===== src/rtl/fetch_stage.sv =====
// IF stage of the 5-stage MIPS pipeline: PC register, next-PC select, word-addressed
// instruction memory with a preload port, IF/ID latch and a saturating fetch counter.
module fetch_stage #(
    parameter int          IMEM_DEPTH = 128,
    parameter logic [31:0] RESET_PC   = 32'h0000_0000
) (
    input  logic        clk,
    input  logic        rst_n,
    input  logic        PCSrc,
    input  logic [31:0] branch_addr,
    input  logic        stall,
    input  logic        imem_we,
    input  logic [31:0] imem_waddr,
    input  logic [31:0] imem_wdata,
    output logic [31:0] pc_out,
    output logic [31:0] IF_ID_instr,
    output logic [31:0] IF_ID_npc,
    output logic        IF_ID_valid,
    output logic [31:0] fetch_count
);

    localparam int AW = $clog2(IMEM_DEPTH);

    logic [31:0] imem [IMEM_DEPTH];

    logic [31:0] pc_q, pc_d;
    logic [31:0] instr_q, instr_d;
    logic [31:0] npc_q, npc_d;
    logic        valid_q, valid_d;
    logic [31:0] fetchCount_q, fetchCount_d;

    logic [31:0] pcPlus4;
    logic [31:0] fetchWord;

    // Address bits outside the word index are deliberately ignored.
    logic unusedAddrBits;
    assign unusedAddrBits = ^{imem_waddr[31:AW+2], imem_waddr[1:0], branch_addr[1:0]};

    assign pcPlus4   = pc_q + 32'd4;
    assign fetchWord = imem[pc_q[AW+1:2]];

    // Memory is not reset; a same-cycle write is seen by the fetch only on the next cycle.
    always_ff @(posedge clk) begin
        if (imem_we) begin
            imem[imem_waddr[AW+1:2]] <= imem_wdata;
        end
    end

    // Redirect beats stall so a taken branch is never lost.
    always_comb begin
        pc_d         = pc_q;
        instr_d      = instr_q;
        npc_d        = npc_q;
        valid_d      = valid_q;
        fetchCount_d = fetchCount_q;
        if (PCSrc) begin
            pc_d    = {branch_addr[31:2], 2'b00};
            instr_d = 32'h0000_0000;
            npc_d   = 32'h0000_0000;
            valid_d = 1'b0;
        end else if (!stall) begin
            pc_d    = pcPlus4;
            instr_d = fetchWord;
            npc_d   = pcPlus4;
            valid_d = 1'b1;
            if (fetchCount_q != 32'hFFFF_FFFF) begin
                fetchCount_d = fetchCount_q + 32'd1;
            end
        end
    end

    always_ff @(posedge clk or negedge rst_n) begin
        if (!rst_n) begin
            pc_q         <= RESET_PC;
            instr_q      <= 32'h0000_0000;
            npc_q        <= 32'h0000_0000;
            valid_q      <= 1'b0;
            fetchCount_q <= 32'h0000_0000;
        end else begin
            pc_q         <= pc_d;
            instr_q      <= instr_d;
            npc_q        <= npc_d;
            valid_q      <= valid_d;
            fetchCount_q <= fetchCount_d;
        end
    end

    assign pc_out      = pc_q;
    assign IF_ID_instr = instr_q;
    assign IF_ID_npc   = npc_q;
    assign IF_ID_valid = valid_q;
    assign fetch_count = fetchCount_q;

endmodule


===== config.mk =====
export PLATFORM = sky130hd
export DESIGN_NAME = fetch_stage
export DESIGN_NICKNAME = d
export VERILOG_FILES = /design/src/rtl/fetch_stage.sv
export SDC_FILE = /design/constraint.sdc
export NUM_CORES = 2
export LEC_CHECK = 0
export BUFFER_PORTS_ARGS = -buffer_cell sky130_fd_sc_hd__buf_2
export CAP_MARGIN = 30
export CORE_MARGIN = 1
export CORE_UTILIZATION = 50
export CTS_CLUSTER_SIZE = 28
export DETAILED_ROUTE_END_ITERATION = 7
export PLACE_DENSITY_LB_ADDON = 0.2
export SETUP_SLACK_MARGIN = 0.2
export SKIP_CTS_REPAIR_TIMING = 1
export SLEW_MARGIN = 20
export SYNTH_ARGS = -nofsm -noshare
export SYNTH_HDL_FRONTEND = slang
export SYNTH_SLANG_ARGS = --single-unit

===== constraint.sdc =====
create_clock -name clk -period 3.1 [get_ports clk]
set_clock_uncertainty 0.1 [all_clocks]
set_input_delay 0.465 -clock clk [delete_from_list [all_inputs] [get_ports clk]]
set_output_delay 0.465 -clock clk [all_outputs]
set_load 0.005 [all_outputs]

==> flow_metrics.tcl <==
set metrics [dict create \
    worst_slack_ns -0.294 \
    layout-drive-gt1-share_pct 33.5 \
    muxShareOfSynthArea_pct 15.9 \
    fin_crit_sh_pct 109 \
    r2r_cells 11 \
    hold_depth 1 \
    synth_ff_type "edfxtp_1" \
    hold_path.class "input port to flip-flop" \
    slowest_stage "mux4_2" \
    swShare_pct 23.8 \
    clockBufferDepth 4 \
    synth-seq-cells 4222 \
    critPathCaptureType "flip-flop" \
    critPathMaxStageDelay_ns 0.51 \
    reg2reg_from "pc_out[2]" \
    setup_viol 29 \
    power_switching_mw 30.4 \
    cts_buffers 424 \
    synth_area_mm2 0.163 \
    final_util_pct 59.9 \
    clkPwrFrac_pct 38.8 \
    cts_max_level 5 \
    synth_xor_area_share_pct 0.452 \
    worstMarginPinSlew_ns 1.21 \
    crit_chain "buf_16 -> buf_16 -> buf_4 -> mux4_2 -> mux2_2 -> o22ai_2 -> a2111oi_2 -> buf_4 -> a2111oi_4 -> buf_4 -> a211oi_1" \
    wire_per_inst_um 36.0 \
    final_max_slew_viol_count 0 \
    die_area_mm2 0.328 \
    io_buffers 200 \
    cts.clk_slew.worst_paths_ns 0.07 \
    synth_fa_ha_area_share_pct 0.0154 \
    cts.sinks 4222 \
    insertion_delay_ns 0.98 \
    grt.overflow.total 0 \
    failed_checks "design-rule violations, negative setup slack" \
    drtIter0Drc 12481 \
    reg2reg_slack_ns -0.29 \
    grt_max_degree 129 \
    hold_end "imem[30][1]" \
    grt_usage_pct 29.1 \
    drc_errors 138 \
    syn_avg_cell_area_um2 21.7 \
    area_delta_synth_final_pct 19.2 \
    hpwlAfterDp_mm 292 \
    hp-start "imem_wdata[1]" \
    finalCriticalPeriod_ns 3.39 \
    synth-edff-count 4096 \
    final_common_cell "edfxtp_1" \
    dpl_cell_area_mm2 0.178 \
    place_congestion 0.877 \
    pwr-share-seq_pct 49.5 \
    via_per_inst 6.40 \
    synth_top_area_share_pct 75.5 \
    grt_pass1_wl_mm 659 \
    critPathRequiredTime_ns 3.81 \
    holdWs_ns 0.0195 \
    place_ws_ns -0.744 \
    start_util_pct 50.3 \
    yosysUniqueCellTypes 67 \
    cp_data_arrival_time_ns 4.10 \
    die_height_um 573 \
    cts_tree "done" \
    synth-compound-area-share_pct 2.73 \
    yosys.area_share.simple_pct 1.97 \
    crit_path_max_fanout 8 \
    die_w_um 573 \
    slew_headroom_pct 19.4 \
    leakagePower_nw 63.1 \
    yosysSeqAreaShare_pct 77.5 \
    power.internal_mw 97.6 \
    synthArstFlopShare_pct 2.98 \
    final_cell_mix "edfxtp_1, mux4_2, buf_4" \
    fp.coreArea_mm2 0.324 \
    crit_type "flip-flop to flip-flop" \
    finalPower_mw 128 \
    synth_top_area_cell "edfxtp_1" \
    crit_path_start_kind "flip-flop" \
    timing.fmax_mhz 295 \
    irDropWorstVdd_mv 0.474 \
    maxCapViolations 0 \
    synth_warnings 0 \
    routed-via-count 85682 \
    antenna_found_initial 41 \
    status "finished, violations left" \
    rsz0062_at_grt "yes" \
    rows 209 \
    grt_pass1_vias 84405 \
    postRouteAntennaNets 0 \
    ys_top_cells_by_area "edfxtp_1, mux4_2, mux2i_1" \
    synth_top_family_by_area "multiplexers" \
    clockRootBuffer "clkbuf_16" \
    hold_viol 0 \
    final_nets 8798 \
    timing.rr.end "IF_ID_instr[12]" \
    p_per_area_mw_per_mm2 660 \
    comb_power_share_pct 11.7 \
    wl_mm 483 \
    cpMostUsedCell "buf_4" \
    fin_area_mm2 0.194 \
    synthCells 7502 \
    nFillCells 22667 \
    io_pins 230 \
    dr.pass1.iters 8 \
]
## power by group through the flow
| stage | Combinational (mW) | Sequential, mW | Clock [mW] |
|---|---|---|---|
| after floorplan | 6.92 | 64.3 | 0 |
| after global placement | 13.7 | 64.5 | 0 |
| after detailed placement | 13.8 | 64.6 | 0 |
| after CTS | 13.9 | 63.4 | 50.2 |
| after global routing | 15.4 | 63.4 | 52.3 |
| final | 14.9 | 63.4 | 49.7 |
## how the worst max path moves through the flow
stage	slack [ns]	startpoint	endpoint
after floorplan	-0.70	imem_we	imem[98][0]
after global placement	-1.70	pc_out[2]	IF_ID_instr[12]
after detailed placement	-0.74	pc_out[2]	IF_ID_instr[15]
after CTS	-0.72	pc_out[2]	IF_ID_instr[15]
after global routing	-0.31	pc_out[2]	IF_ID_instr[12]
final	-0.29	pc_out[2]	IF_ID_instr[12]
## state kept, by name, indices dropped and copies added (netlist names)
register	flops
fetch_count	32
imem	4096
IF_ID_npc	31
pc_out	30
IF_ID_instr	32
IF_ID_valid	1
## Yosys cell counts, types with 9 or more instances
cell          n
edfxtp_1   4096
mux4_2      949
mux2i_1     392
nand2_1     269
nor2_1      263
clkbuf_1    184
dfrtp_1     126
a21oi_1     119
buf_2        92
o21ai_0      89
a221oi_1     68
buf_4        59
a22oi_1      58
o221ai_1     58
o22ai_1      58
a211oi_1     56
mux2_2       54
xnor2_1      49
buf_6        48
nand3_1      48
buf_1        41
a2111oi_0    35
xor2_1       35
nor3_1       33
nand4_1      24
nor2b_1      17
o2111ai_1    15
and3_1       14
a31oi_1      12
and2_1       12
or3_1        12
o31ai_1      11
nand2b_1     10
a211o_1       9
## worst max-delay path: cells and delay by family, from the launching register on
kind	cells	cell delay, ns
AO/OA/AOI/OAI	4	0.76
buffers and inverters	5	1.08
flip-flops	1	0.46
multiplexers	2	0.84
## kinds of logic after synthesis
family,count (synthesis)
other,1
AO/OA/AOI/OAI,633
XOR/XNOR,84
flip-flops,4222
buffers and inverters,434
adder cells (fa/ha/maj),2
multiplexers,1395
AND/OR/NAND/NOR,731
## stage by stage
| step | setup TNS, ns | cells |
|---|---|---|
| after global placement | -13.91 | 12470 |
| final | -3.09 | 13393 |
| after detailed placement | -10.40 | 12479 |
| after CTS | -10.07 | 13262 |
| after global routing | -4.64 | 13380 |
| after floorplan | -77.07 | 7503 |
## metal layers
layer	up-vias	GRT usage, %	share of wire (%)
met4	26	10.4	3.7
met3	754	7.52	12
met5	-	0	0.034
met1	45827	40.5	38
li1	34022	-	-
met2	5053	44.9	47
## final cells by class
class | instances | area [µm²] | area share, %
Clock inverter | 234 | 2030 | 1.04
Timing Repair Buffer | 1192 | 12600 | 6.51
Tap cell | 4325 | 5410 | 2.79
Inverter | 8 | 40.0 | 0.0206
Multi-Input combinational cell | 2847 | 36400 | 18.7
Antenna cell | 16 | 40.0 | 0.0206
Sequential cell | 4222 | 126000 | 65.0
Clock buffer | 549 | 11300 | 5.85
No activity file was read; power rests on OpenSTA's default activity.
